==> src/rtl/riscv_pkg.sv <==
// Shared core definitions: datapath width, register address width and
// the write-port arbiter state encoding.
package riscv_pkg;

  localparam int XLEN       = 32;
  localparam int REG_ADDR_W = 5;

  typedef enum logic {
    S_NORM  = 1'b0,
    S_FORCE = 1'b1
  } arb_state_e;

endpackage

==> src/rtl/rf_wport_fifo.sv <==
// LLU result FIFO: DEPTH entries of {rd, data}, power-of-2 depth so the
// pointers wrap naturally. Also answers "is this rd pending in the FIFO?"
// for the ordering check in the arbiter.
module rf_wport_fifo #(
  parameter int XLEN  = 32,
  parameter int DEPTH = 4
) (
  input  logic                              clk,
  input  logic                              rst,
  input  logic                              push,
  input  logic [riscv_pkg::REG_ADDR_W-1:0]  push_rd,
  input  logic [XLEN-1:0]                   push_data,
  input  logic                              pop,
  output logic [riscv_pkg::REG_ADDR_W-1:0]  head_rd,
  output logic [XLEN-1:0]                   head_data,
  output logic                              full,
  output logic                              empty,
  output logic [$clog2(DEPTH):0]            count,
  input  logic [riscv_pkg::REG_ADDR_W-1:0]  query_rd,
  output logic                              query_match
);

  localparam int AW = $clog2(DEPTH);
  localparam int CW = AW + 1;

  logic [riscv_pkg::REG_ADDR_W-1:0] rd_mem   [DEPTH];
  logic [XLEN-1:0]                  data_mem [DEPTH];
  logic [AW-1:0]                    wptr;
  logic [AW-1:0]                    rptr;

  assign full      = (count == CW'(DEPTH));
  assign empty     = (count == '0);
  assign head_rd   = rd_mem[rptr];
  assign head_data = data_mem[rptr];

  // Pointer and occupancy bookkeeping; queued entries are dropped on reset.
  always_ff @(posedge clk or posedge rst) begin
    if (rst) begin
      wptr  <= '0;
      rptr  <= '0;
      count <= '0;
    end else begin
      if (push) wptr <= wptr + AW'(1);
      if (pop)  rptr <= rptr + AW'(1);
      case ({push, pop})
        2'b10:   count <= count + CW'(1);
        2'b01:   count <= count - CW'(1);
        default: count <= count;
      endcase
    end
  end

  // Entry storage, written at the tail on push.
  always_ff @(posedge clk) begin
    if (push) begin
      rd_mem[wptr]   <= push_rd;
      data_mem[wptr] <= push_data;
    end
  end

  // An entry is live when its distance from the head is below the occupancy.
  always_comb begin
    query_match = 1'b0;
    for (int i = 0; i < DEPTH; i++) begin
      if (({1'b0, AW'(AW'(i) - rptr)} < count) && (rd_mem[i] == query_rd))
        query_match = 1'b1;
    end
  end

endmodule

==> src/rtl/rf_wport_arbiter.sv <==
// Register-file write-port arbiter between the WB stage and the
// long-latency unit. WB writes pass straight through; LLU results queue
// and drain in WB-idle cycles. A starvation counter (or a FIFO filling up
// while WB keeps the port) forces a one-cycle pipeline freeze to drain.
// Optional feature macro: RF_WPORT_BYPASS_EN -- an LLU result arriving
// while the FIFO is empty and WB is idle is written directly that cycle.
module rf_wport_arbiter
  import riscv_pkg::*;
#(
  parameter int XLEN         = riscv_pkg::XLEN,
  parameter int DEPTH        = 4,
  parameter int STARVE_LIMIT = 8
) (
  input  logic                  clk,
  input  logic                  rst,
  input  logic                  wb_regwrite,
  input  logic [REG_ADDR_W-1:0] wb_rd,
  input  logic [XLEN-1:0]       wb_data,
  input  logic                  llu_valid,
  output logic                  llu_ready,
  input  logic [REG_ADDR_W-1:0] llu_rd,
  input  logic [XLEN-1:0]       llu_data,
  output logic                  stall_pipe,
  output logic                  rf_we,
  output logic [REG_ADDR_W-1:0] rf_waddr,
  output logic [XLEN-1:0]       rf_wdata,
  output logic                  llu_pending,
  output logic [$clog2(DEPTH):0] fifo_count,
  output arb_state_e            arb_state
);

  // LLU handshake: a result transfers when llu_valid && llu_ready in the
  // same cycle; llu_ready depends only on FIFO fullness, never on llu_valid.

  localparam int CW = $clog2(DEPTH) + 1;
  localparam int SW = $clog2(STARVE_LIMIT + 1);

  arb_state_e            state, state_next;
  logic [SW-1:0]         starve_cnt;
  logic                  wb_hit, llu_hit;
  logic                  wb_grant, head_grant, bypass;
  logic                  push, fifo_full, fifo_empty, wb_conflict;
  logic                  starve_inc, become_full;
  logic [REG_ADDR_W-1:0] head_rd;
  logic [XLEN-1:0]       head_data;

  assign wb_hit  = wb_regwrite && (wb_rd != '0);
  assign llu_hit = llu_valid && (llu_rd != '0);

  // WB owns the port in S_NORM; in S_FORCE the head drains and WB waits.
  assign wb_grant   = (state == S_NORM) && wb_hit;
  assign head_grant = !fifo_empty && ((state == S_FORCE) || !wb_hit);

`ifdef RF_WPORT_BYPASS_EN
  assign bypass = (state == S_NORM) && !wb_hit && fifo_empty && llu_hit;
`else
  assign bypass = 1'b0;
`endif

  // rd==0 results are accepted (llu_ready) but never stored.
  assign push        = llu_hit && !fifo_full && !bypass;
  assign llu_ready   = !fifo_full;
  assign llu_pending = !fifo_empty;
  assign stall_pipe  = (state == S_FORCE);
  assign arb_state   = state;

  assign starve_inc  = !fifo_empty && wb_grant;
  assign become_full = push && wb_grant && (fifo_count == CW'(DEPTH - 1));

  rf_wport_fifo #(
    .XLEN  (XLEN),
    .DEPTH (DEPTH)
  ) u_fifo (
    .clk         (clk),
    .rst         (rst),
    .push        (push),
    .push_rd     (llu_rd),
    .push_data   (llu_data),
    .pop         (head_grant),
    .head_rd     (head_rd),
    .head_data   (head_data),
    .full        (fifo_full),
    .empty       (fifo_empty),
    .count       (fifo_count),
    .query_rd    (wb_rd),
    .query_match (wb_conflict)
  );

  // Write-port mux; the enable is held low for as long as reset is asserted.
  always_comb begin
    rf_we    = 1'b0;
    rf_waddr = '0;
    rf_wdata = '0;
    if (wb_grant) begin
      rf_we    = 1'b1;
      rf_waddr = wb_rd;
      rf_wdata = wb_data;
    end else if (head_grant) begin
      rf_we    = 1'b1;
      rf_waddr = head_rd;
      rf_wdata = head_data;
    end else if (bypass) begin
      rf_we    = 1'b1;
      rf_waddr = llu_rd;
      rf_wdata = llu_data;
    end
    if (rst) rf_we = 1'b0;
  end

  // Starvation counter: counts cycles WB holds the port over a queued head.
  always_ff @(posedge clk or posedge rst) begin
    if (rst) begin
      starve_cnt <= '0;
    end else if (fifo_empty || head_grant) begin
      starve_cnt <= '0;
    end else if (starve_inc && (starve_cnt != SW'(STARVE_LIMIT))) begin
      starve_cnt <= starve_cnt + SW'(1);
    end
  end

  // FSM state register.
  always_ff @(posedge clk or posedge rst) begin
    if (rst) state <= S_NORM;
    else     state <= state_next;
  end

  // FSM next state: force one drain cycle on starvation or on filling up.
  always_comb begin
    state_next = state;
    case (state)
      S_NORM: begin
        if ((starve_inc && (starve_cnt == SW'(STARVE_LIMIT - 1))) || become_full)
          state_next = S_FORCE;
      end
      S_FORCE: state_next = S_NORM;
      default: state_next = S_NORM;
    endcase
  end

  // The upstream scoreboard must never let WB overwrite an rd still queued.
  assert property (@(posedge clk) disable iff (rst) !(wb_hit && wb_conflict))
    else $error("rf_wport_arbiter: WB write to rd %0d pending in LLU FIFO", wb_rd);

endmodule

==> config.mk <==
export PLATFORM = sky130hd
export DESIGN_NAME = rf_wport_arbiter
export DESIGN_NICKNAME = d
export VERILOG_FILES = /design/src/rtl/riscv_pkg.sv /design/src/rtl/rf_wport_fifo.sv /design/src/rtl/rf_wport_arbiter.sv
export SDC_FILE = /design/constraint.sdc
export NUM_CORES = 1
export LEC_CHECK = 0
export BUFFER_PORTS_ARGS = -buffer_cell sky130_fd_sc_hd__buf_2
export CORE_UTILIZATION = 50
export DETAILED_ROUTE_END_ITERATION = 8
export HOLD_SLACK_MARGIN = 0.15
export PLACE_DENSITY = 0.76
export SYNTH_ARGS = -nofsm -noshare
export SYNTH_HDL_FRONTEND = slang
export SYNTH_SLANG_ARGS = --single-unit
==> constraint.sdc <==
create_clock -name clk -period 2.7 [get_ports clk]
set_clock_uncertainty 0.05 [all_clocks]
set_input_delay 0.54 -clock clk [delete_from_list [all_inputs] [get_ports clk]]
set_output_delay 0.54 -clock clk [all_outputs]
set_load 0.05 [all_outputs]
==> results of run 1 <==
kinds of logic after synthesis:
group                    count (synthesis)  synth area share
AO/OA/AOI/OAI                           47            0.0631
AND/OR/NAND/NOR                         20            0.0190
adder cells (fa/ha/maj)                  8            0.0166
buffers and inverters                   28            0.0215
XOR/XNOR                                 9            0.0122
flip-flops                             160             0.734
multiplexers                            40             0.134
layer usage:
metal,wire length [µm],vias to the layer above
li1,-,1629
met1,5900,1857
met2,7240,146
met5,0,-
met3,755,31
met4,355,0
stage by stage:
step	hold WS (ps)	setup TNS, ps
after global routing	260	-353
after floorplan	355	-26650
final	280	-28.3
after global placement	469	-4380
after CTS	264	-237
after detailed placement	484	-5860
worst max-delay path: cells and delay by family:
| kind | cells | cell delay [ps] |
|---|---|---|
| AO/OA/AOI/OAI | 2 | 430 |
| buffers and inverters | 4 | 590 |
| AND/OR/NAND/NOR | 1 | 560 |
final cells by class:
class / instances / area share
Antenna cell: 1 / 0.000285
Timing Repair Buffer: 153 / 0.158
Multi-Input combinational cell: 124 / 0.204
Clock inverter: 15 / 0.0194
Inverter: 11 / 0.00471
Sequential cell: 160 / 0.541
Clock buffer: 17 / 0.0485
Tap cell: 172 / 0.0245
synthesized netlist by cell type:
cell       number  area, µm²
a22o_1         34        298
o21ai_0         1       5.00
nor2_1          5       18.8
inv_1          11       41.3
nand4b_1        1       8.76
buf_2           3       15.0
nand3b_1        1       7.51
nor3_1          4       20.0
xor2_1          4       35.0
and4b_1         1       10.0
buf_4           2       15.0
fa_1            1       20.0
o41ai_1         1       8.76
a22o_2          1       10.0
ha_1            7       87.6
and3b_1         1       8.76
clkbuf_1        9       33.8
a21o_1          1       7.51
a2111oi_0       1       8.76
o21a_1          1       7.51
mux4_2         37        833
nand3_1         1       5.00
a21oi_1         3       15.0
mux2_2          2       22.5
nor3_2          1       10.0
or4_1           2       15.0
a32o_1          1       10.0
a211oi_4        1       20.0
edfxtp_1      148       4440
or3b_2          1       8.76
o211ai_2        1       12.5
o21ai_1         1       5.00
mux2i_1         1       10.0
buf_6           3       33.8
xnor2_1         5       43.8
dfrtp_1        12        300
nand2_1         1       3.75
nor2b_1         1       6.26
what timing repair did:
action | in CTS | in global routing
hold endpoints to repair | 12 | 0
setup endpoints to repair | 36 | 37
setup buffers | 5 | 1
pin swaps | 1 | 4
gates cloned | 3 | 5
hold buffers | 1 | 0
gates resized for setup | 80 | 43
sequential cells by signal (all words and copies together) (netlist names):
register and flops:
u_fifo.data_mem 128, u_fifo.rd_mem 20, starve_cnt 4, u_fifo.wptr 2, arb_state 1, u_fifo.rptr 2
u_fifo.count 3
power by group:
group | internal (mW) | leakage (nW) | switching, mW
combinational | 1.91 | 1.49 | 2.30
clock | 1.39 | 0.293 | 1.02
sequential | 3.27 | 1.50 | 0.173
path summary, 6_finish.rpt:
kind	endpoint	depth (start not counted)
setup / recovery	rf_wdata[15]	7
hold / removal	u_fifo.data_mem[2][19]	1
setup reg to reg	u_fifo.count[2]	9
hold reg to reg	u_fifo.wptr[0]	1
max in group asynchronous	u_fifo.rptr[1]	3
min in group asynchronous	arb_state	3
==> results.json, run 1 <==
{
  "status": "finished, violations left",
  "failed_checks": "negative setup slack",
  "endpoint_kind": "output port",
  "place_congestion": 0.778,
  "grt_pass1_wl_um": 19900,
  "cpMaxStageDelayCell": "or4_4",
  "numCtsBuffers": 17,
  "grt_util_met3": 0.0513,
  "p_leak_nw": 3.28,
  "numPortBuffers": 122,
  "met1_usage": 0.276,
  "drt-total-wl_um": 14300,
  "grt_start_max_net_pins": 39,
  "fmax_mhz": 367,
  "layout_min_cycle_time_ps": 2730,
  "yosys_warnings": 0,
  "hold_class": "in -> reg",
  "p_per_area_nw_per_um2": 1150,
  "rsz0062_at_grt": "true",
  "dpl.hpwl_um": 7430,
  "cp_common_cell": "buf_6",
  "syn_avg_cell_area_um2": 20.7,
  "cts.clk_slew.worst_paths_ps": 70,
  "arrival_ps": 2140,
  "fin_util": 0.695,
  "dieArea_um2": 13400,
  "path_class": "in -> out",
  "clk_latency_ps": 410,
  "grt_overflow": 0,
  "io_pins": 123,
  "yosysSeqAreaShare": 0.734,
  "die_width_um": 116,
  "design_area_um2": 8770,
  "hold_start": "llu_data[19]",
  "period_share": 1.01,
  "core-area_um2": 12600,
  "path_cells": "buf_6 > or4_4 > a211oi_4 > buf_6 > buf_8 > a22o_2 > buf_6",
  "r2r_setup_slack_ps": 340,
  "final_cell_count_no_fill": 653,
  "worstPathRequired_ps": 2110,
  "route.antenna.remaining_nets": 0,
  "syn_area_um2": 6470,
  "setup_viol": 1,
  "critPathMaxFanout": 4,
  "rr_startpoint": "u_fifo.count[0]",
  "synth.net_count": 398,
  "peakVddDrop_uv": 551,
  "max_stage_delay_ps": 560,
  "tightest_slew_ps": 1130,
  "drt_iter0_markers": 253,
  "rows": 41,
  "crit_start": "wb_rd[4]",
  "start_kind": "primary input",
  "synth_cell_types": 38,
  "numPlacedInstances": 606,
  "synthesis.instances": 312,
  "initial_core_util": 0.512,
  "final_common_cell": "edfxtp_1",
  "antenna_found_initial": 1,
  "hold_viol": 0,
  "vias": 3663,
  "top_usage_layer": "met2",
  "fillers": 828,
  "drv_cap": 0,
  "drcViolationCount": 0,
  "cts-root-buf": "clkbuf_16",
  "dr.pass1.iters": 4,
  "multi_input_area_um2": 1790,
  "grt_use_met2": 0.352,
  "ys_seq_elements": 160,
  "die_y_um": 116,
  "grt_pass1_vias": 3669,
  "ff_latch_area_um2": 4750,
  "cts_max_path_buffers": 2,
  "area_growth_pct": 35.7,
  "final_nets": 553,
  "cts.sink_count": 160,
  "layout_common_cells": "edfxtp_1, buf_2, mux4_2",
  "placedInstanceArea_um2": 7460,
  "total_power_mw": 10.1,
  "pre_cts_ws_ps": -208,
  "drive_gt1_frac": 0.552,
  "relSlewSlack": 0.242,
  "avgRoutedWirePerCell_um": 21.8,
  "vias_per_cell": 5.61,
  "setup_ws_ps": -28.3,
  "track_usage": 0.214,
  "cts_tree": "yes",
  "slew_viol_final": 0,
  "htreeDepth": 4
}
Note: power is estimated with default switching activity, not from simulation.
==> run 2, diff against run 1 <==
REMOVE_ABC_BUFFERS = 1   (was default)
==> run 2 against run 1 <==
  * The run still ends with negative setup slack left
  * Critical path depth unchanged
  * Final area shrank 3.7%
  * Cell count fell by 0.31%
  * Sequential power about the same
  * Utilization down 2.6 points
  * First-iteration DRC count decreased by 25%
  * Worst setup slack gained 14 ps
  * Non-clock buffer count fell by 1
==> results.json, run 2 (synthesized netlist as in run 1, its figures left out) <==
{
  "status": "finished, violations left",
  "failed_checks": "negative setup slack",
  "worstPathRequired_ps": 2110,
  "drv_cap": 0,
  "path_class": "in -> out",
  "setup_viol": 11,
  "dieArea_um2": 13400,
  "dr.pass1.iters": 4,
  "area_growth_pct": 30.7,
  "p_leak_nw": 3.15,
  "initial_core_util": 0.512,
  "critPathMaxFanout": 5,
  "min_to": "u_fifo.data_mem[2][21]",
  "largest-register": "u_fifo.data_mem",
  "place_congestion": 0.720,
  "clk_latency_ps": 420,
  "hold_class": "in -> reg",
  "slew_viol_final": 0,
  "cts.clk_slew.worst_paths_ps": 60,
  "cts_tree": "yes",
  "io_pins": 123,
  "fmax_mhz": 368,
  "route.antenna.remaining_nets": 0,
  "antenna_found_initial": 2,
  "endpoint_kind": "output port",
  "numCtsBuffers": 17,
  "fillers": 857,
  "r2r_cells": 8,
  "arrival_ps": 2120,
  "fin_util": 0.669,
  "grt_start_max_net_pins": 21,
  "final_common_cell": "edfxtp_1",
  "grt_pass1_vias": 3803,
  "die_y_um": 116,
  "hold_start": "llu_data[21]",
  "cts.sink_count": 160,
  "drive_gt1_frac": 0.486,
  "design_area_um2": 8450,
  "met1_usage": 0.254,
  "cts-root-buf": "clkbuf_16",
  "avgRoutedWirePerCell_um": 20.3,
  "numPortBuffers": 122,
  "num_antenna_cells": 0,
  "reg2reg_to": "u_fifo.count[2]",
  "r2r_setup_slack_ps": 450,
  "largest_reg_flops": 128,
  "grt_pass1_wl_um": 19400,
  "grt_overflow": 0,
  "hold_viol": 0,
  "core-area_um2": 12600,
  "peakVddDrop_uv": 778,
  "grt_util_met3": 0.0518,
  "grt_use_met2": 0.345,
  "placedInstanceArea_um2": 7470,
  "start_kind": "primary input",
  "drt_iter0_markers": 189,
  "cts_max_path_buffers": 2,
  "rsz0062_at_grt": "true",
  "final_nets": 552,
  "relSlewSlack": 0.531,
  "drcViolationCount": 0,
  "layout_common_cells": "edfxtp_1, buf_2, buf_6",
  "period_share": 1.01,
  "final.setup.tns_ps": -62.6,
  "dpl.hpwl_um": 8220,
  "setup_ws_ps": -14.4,
  "rr_startpoint": "u_fifo.count[0]",
  "vias_per_cell": 5.55,
  "drt-total-wl_um": 13200,
  "layout_min_cycle_time_ps": 2710,
  "rows": 41,
  "track_usage": 0.206,
  "die_width_um": 116,
  "vias": 3615,
  "top_regs": "u_fifo.data_mem x128, u_fifo.rd_mem x20, starve_cnt x4",
  "top_usage_layer": "met2",
  "htreeDepth": 4,
  "p_per_area_nw_per_um2": 1150,
  "hold_depth": 1,
  "tightest_slew_ps": 702
}
## run 2: power by group
| group | switching, mW | leakage [nW] | total [mW] | internal, mW |
|---|---|---|---|---|
| combinational | 2.13 | 1.34 | 3.73 | 1.60 |
| clock | 0.943 | 0.300 | 2.49 | 1.55 |
| sequential | 0.193 | 1.50 | 3.46 | 3.27 |
| total | 3.26 | 3.15 | 9.68 | 6.42 |
## run 2: worst max path at each step
stage | cells after the start | to | from | slack, ps
after global placement | 6 | rf_wdata[30] | wb_rd[0] | -160
after floorplan | 3 | u_fifo.data_mem[0][0] | u_fifo.count[0] | -760
after detailed placement | 7 | u_fifo.count[1] | wb_rd[0] | -210
after global routing | 7 | rf_wdata[29] | wb_rd[0] | -70
after CTS | 7 | rf_wdata[30] | wb_rd[4] | 0.2
final | 7 | rf_wdata[3] | wb_rd[0] | -10
## run 2: worst max-delay path: stages
cell,delay (ps)
buf_6,90
or4_4,570
a211oi_4,340
buf_6,160
buf_8,120
a22o_1,140
buf_6,160
## run 2: through the flow
stage               total power, mW  setup slack [ps]  hold WS, ps  cells
floorplan                      5.83              -757          355    295
global placement               6.75              -165          473    611
detailed placement             6.83              -207          490    611
CTS                            9.58             0.248          261    647
global route                   10.1             -69.1          270    651
finish                         9.68             -14.4          279    651
## run 2: timing repair
action | 4_1_cts | 5_1_grt
gates cloned | 1 | 3
setup endpoints to repair | 35 | 34
endpoints found under the hold margin | 12 | 0
resized for setup | 57 | 30
pin swaps | 3 | 6
hold buffers | 1 | 0
buffers inserted | 2 | 3
## run 2: per-layer routing
layer  wire, µm  vias up
met5         13        -
li1           -     1611
met2       6690      133
met4        255        2
met3        858       23
met1       5410     1846
## run 2: layout make-up
cell class	instances	area, µm²	share of cell area
tap	172	215	0.0255
clock buffer	18	429	0.0508
inverter	11	41.3	0.00489
timing repair buffer	152	1210	0.143
clock inverter	14	190	0.0225
multi-input combinational	124	1620	0.191
sequential	160	4750	0.562
==> run 3, diff against run 2 <==
ABC_AREA = 1   (was default)
CORE_UTILIZATION = 51   (was 50)
==> run 3 against run 2 <==
  * The flow now finishes without violations
  * Non-clock buffer count decreased by 7
  * Utilization decreased by 4.7 points
  * Hold slack about the same
  * Worst setup slack improved by 160 ps
  * Sequential cell count unchanged
  * Fmax increased by 6.4%
  * Final area increased by 6.6%
  * Clock power decreased by 6%
  * Global-route usage increased by 1.5 points
  * Total power increased by 2.9%
  * Synthesized cell count increased to 2.6 times the previous value
  * Critical path type is now reg -> out
  * Largest cell class unchanged
  * Largest power group unchanged
  * Highest routed layer is now met4
==> results.json, run 3 <==
{
  "clk_latency_ps": 420,
  "synthesis.instances": 797,
  "track_usage": 0.222,
  "layout_common_cells": "nand2_1, inv_1, edfxtp_1",
  "period_share": 0.945,
  "cts-root-buf": "clkbuf_16",
  "drcViolationCount": 0,
  "fin_util": 0.622,
  "relSlewSlack": 0.661,
  "endpoint_kind": "output port",
  "path_class": "reg -> out",
  "grt_overflow": 0,
  "area_growth_pct": 19.7,
  "dr.pass1.iters": 4,
  "ys_seq_elements": 160,
  "drive_gt1_frac": 0.197,
  "placedInstanceArea_um2": 8400,
  "yosysTopAreaCellShare": 0.591,
  "yosys_warnings": 0,
  "setup_ws_ps": 150,
  "yosysSeqAreaShare": 0.630,
  "grt_pass1_vias": 5015,
  "rows": 44,
  "status": "finished, final reports clean",
  "synth-xor-area-share": 0.00582,
  "syn_area_um2": 7530,
  "hold_class": "in -> reg",
  "yosys.area_share.simple": 0.230,
  "max_stage_delay_ps": 440,
  "r2r_setup_slack_ps": 500,
  "vias": 5404,
  "p_leak_nw": 4.42,
  "ys_top_cells_by_count": "nand2_1, inv_1, edfxtp_1",
  "synth.area.top_cells": "edfxtp_1, nand2_1, inv_1, nand3_1, dfrtp_1",
  "peakVddDrop_uv": 619,
  "drt-total-wl_um": 15500,
  "tightest_slew_ps": 508,
  "synth_top_family_by_area": "simple AND/OR/NAND/NOR gates",
  "cts.clk_slew.worst_paths_ps": 60,
  "largest_reg_flops": 128,
  "hold_start": "llu_data[2]",
  "route.antenna.remaining_nets": 0,
  "setup_viol": 0,
  "crit_start": "u_fifo.rptr[0]",
  "cp_top_family": "buffers and inverters",
  "vias_per_cell": 4.81,
  "worstPathRequired_ps": 2110,
  "cts_tree": "yes",
  "avgRoutedWirePerCell_um": 13.8,
  "rr_startpoint": "u_fifo.count[0]",
  "layout_min_cycle_time_ps": 2550,
  "grt_pass1_wl_um": 24800,
  "dpl.hpwl_um": 9720,
  "hold_ws_ps": 279,
  "hold_depth": 1,
  "yosysMostFrequentCell": "nand2_1",
  "top_regs": "u_fifo.data_mem x128, u_fifo.rd_mem x20, starve_cnt x4",
  "path_buf_inv": 3,
  "io_pins": 123,
  "synth_edf_count": 148,
  "min_to": "u_fifo.data_mem[1][2]",
  "start_kind": "flop",
  "synth.largest_area_cell": "edfxtp_1",
  "slew_viol_final": 0,
  "path_cells": "inv_2 > buf_12 > nand2_1 > nand3_1 > nand2_1 > nand3_1 > nand2_1 > buf_2",
  "synthArstFlopShare": 0.0750,
  "r2r_cells": 9,
  "arrival_ps": 1960,
  "cts.sink_count": 160,
  "htreeDepth": 4,
  "fmax_mhz": 392,
  "grt_start_max_net_pins": 40,
  "hold_viol": 0,
  "pre_cts_ws_ps": 369,
  "cpMaxStageDelayCell": "dfrtp_2",
  "fillers": 1160,
  "total_power_mw": 9.96,
  "yosys.area_share.adder": 0.0143,
  "muxShareOfSynthArea": 0.00150,
  "p_per_area_nw_per_um2": 1110,
  "initial_core_util": 0.520,
  "syn_avg_cell_area_um2": 9.44,
  "reg2reg_to": "u_fifo.count[2]",
  "die_width_um": 123,
  "synth_cell_types": 26,
  "cp_common_cell": "nand2_1",
  "core-area_um2": 14500,
  "design_area_um2": 9010,
  "drt_iter0_markers": 323,
  "place_congestion": 0.739,
  "antenna_found_initial": 1,
  "synth_compound_area_frac": 0.00449,
  "numPortBuffers": 122,
  "dieArea_um2": 15200,
  "critPathMaxFanout": 32,
  "synth_ff_type": "edfxtp_1",
  "rsz0062_at_grt": "false",
  "final_common_cell": "nand2_1",
  "final_nets": 1011,
  "largest-register": "u_fifo.data_mem",
  "cts_max_path_buffers": 2,
  "numCtsBuffers": 17,
  "die_y_um": 123,
  "drv_cap": 0
}
[run 3: per-stage QoR]
| step | TNS (ps) | cells |
|---|---|---|
| floorplan | -121770 | 761 |
| global placement | 0 | 1087 |
| detailed placement | 0 | 1087 |
| CTS | 0 | 1122 |
| global route | 0 | 1122 |
| finish | 0 | 1123 |
[run 3: final cells by class]
type                    count  area (µm²)  area share
well taps                 184         230      0.0256
inverters                 166         623      0.0692
clock inverters            13         144      0.0160
repair buffers            145         867      0.0963
multi-input cells         435        1960       0.218
clock buffers              19         433      0.0481
diodes                      1        2.50    0.000278
flip-flops and latches    160        4750       0.527
[run 3: metal layers]
metal	vias up	routed length (µm)	GRT usage
met2	166	7750	0.373
met1	2461	6600	0.280
met4	0	281	0.0904
met3	25	861	0.0457
li1	2752	-	-
met5	-	0	0
[run 3: logic make-up after synthesis]
| family | after synthesis |
|---|---|
| AO/OA/AOI/OAI | 6 |
| XOR/XNOR | 5 |
| adder cells (fa/ha/maj) | 8 |
| buffers and inverters | 202 |
| flip-flops | 160 |
| multiplexers | 1 |
| AND/OR/NAND/NOR | 415 |
[run 3: timing repair]
item / 4_1_cts / 5_1_grt
hold endpoints to repair: 12 / 0
hold buffers: 1 / 0
setup endpoints to repair: 1 / 10
buffers inserted: 2 / 0
gates resized for setup: 0 / 1
[run 3: worst max-delay path by stage]
stage | cells past startpoint | slack, ps | end
detailed placement | 8 | 370 | rf_wdata[7]
global placement | 8 | 410 | rf_wdata[22]
finish | 8 | 150 | rf_wdata[4]
CTS | 6 | 120 | rf_wdata[7]
floorplan | 6 | -890 | rf_waddr[0]
global route | 8 | 30 | rf_wdata[13]
[run 3: report_power, final]
group	total [mW]	switching, mW	internal [mW]
logic	4.21	3.04	1.17
clock network	2.33	0.896	1.44
registers	3.41	0.163	3.25
total	9.96	4.09	5.86
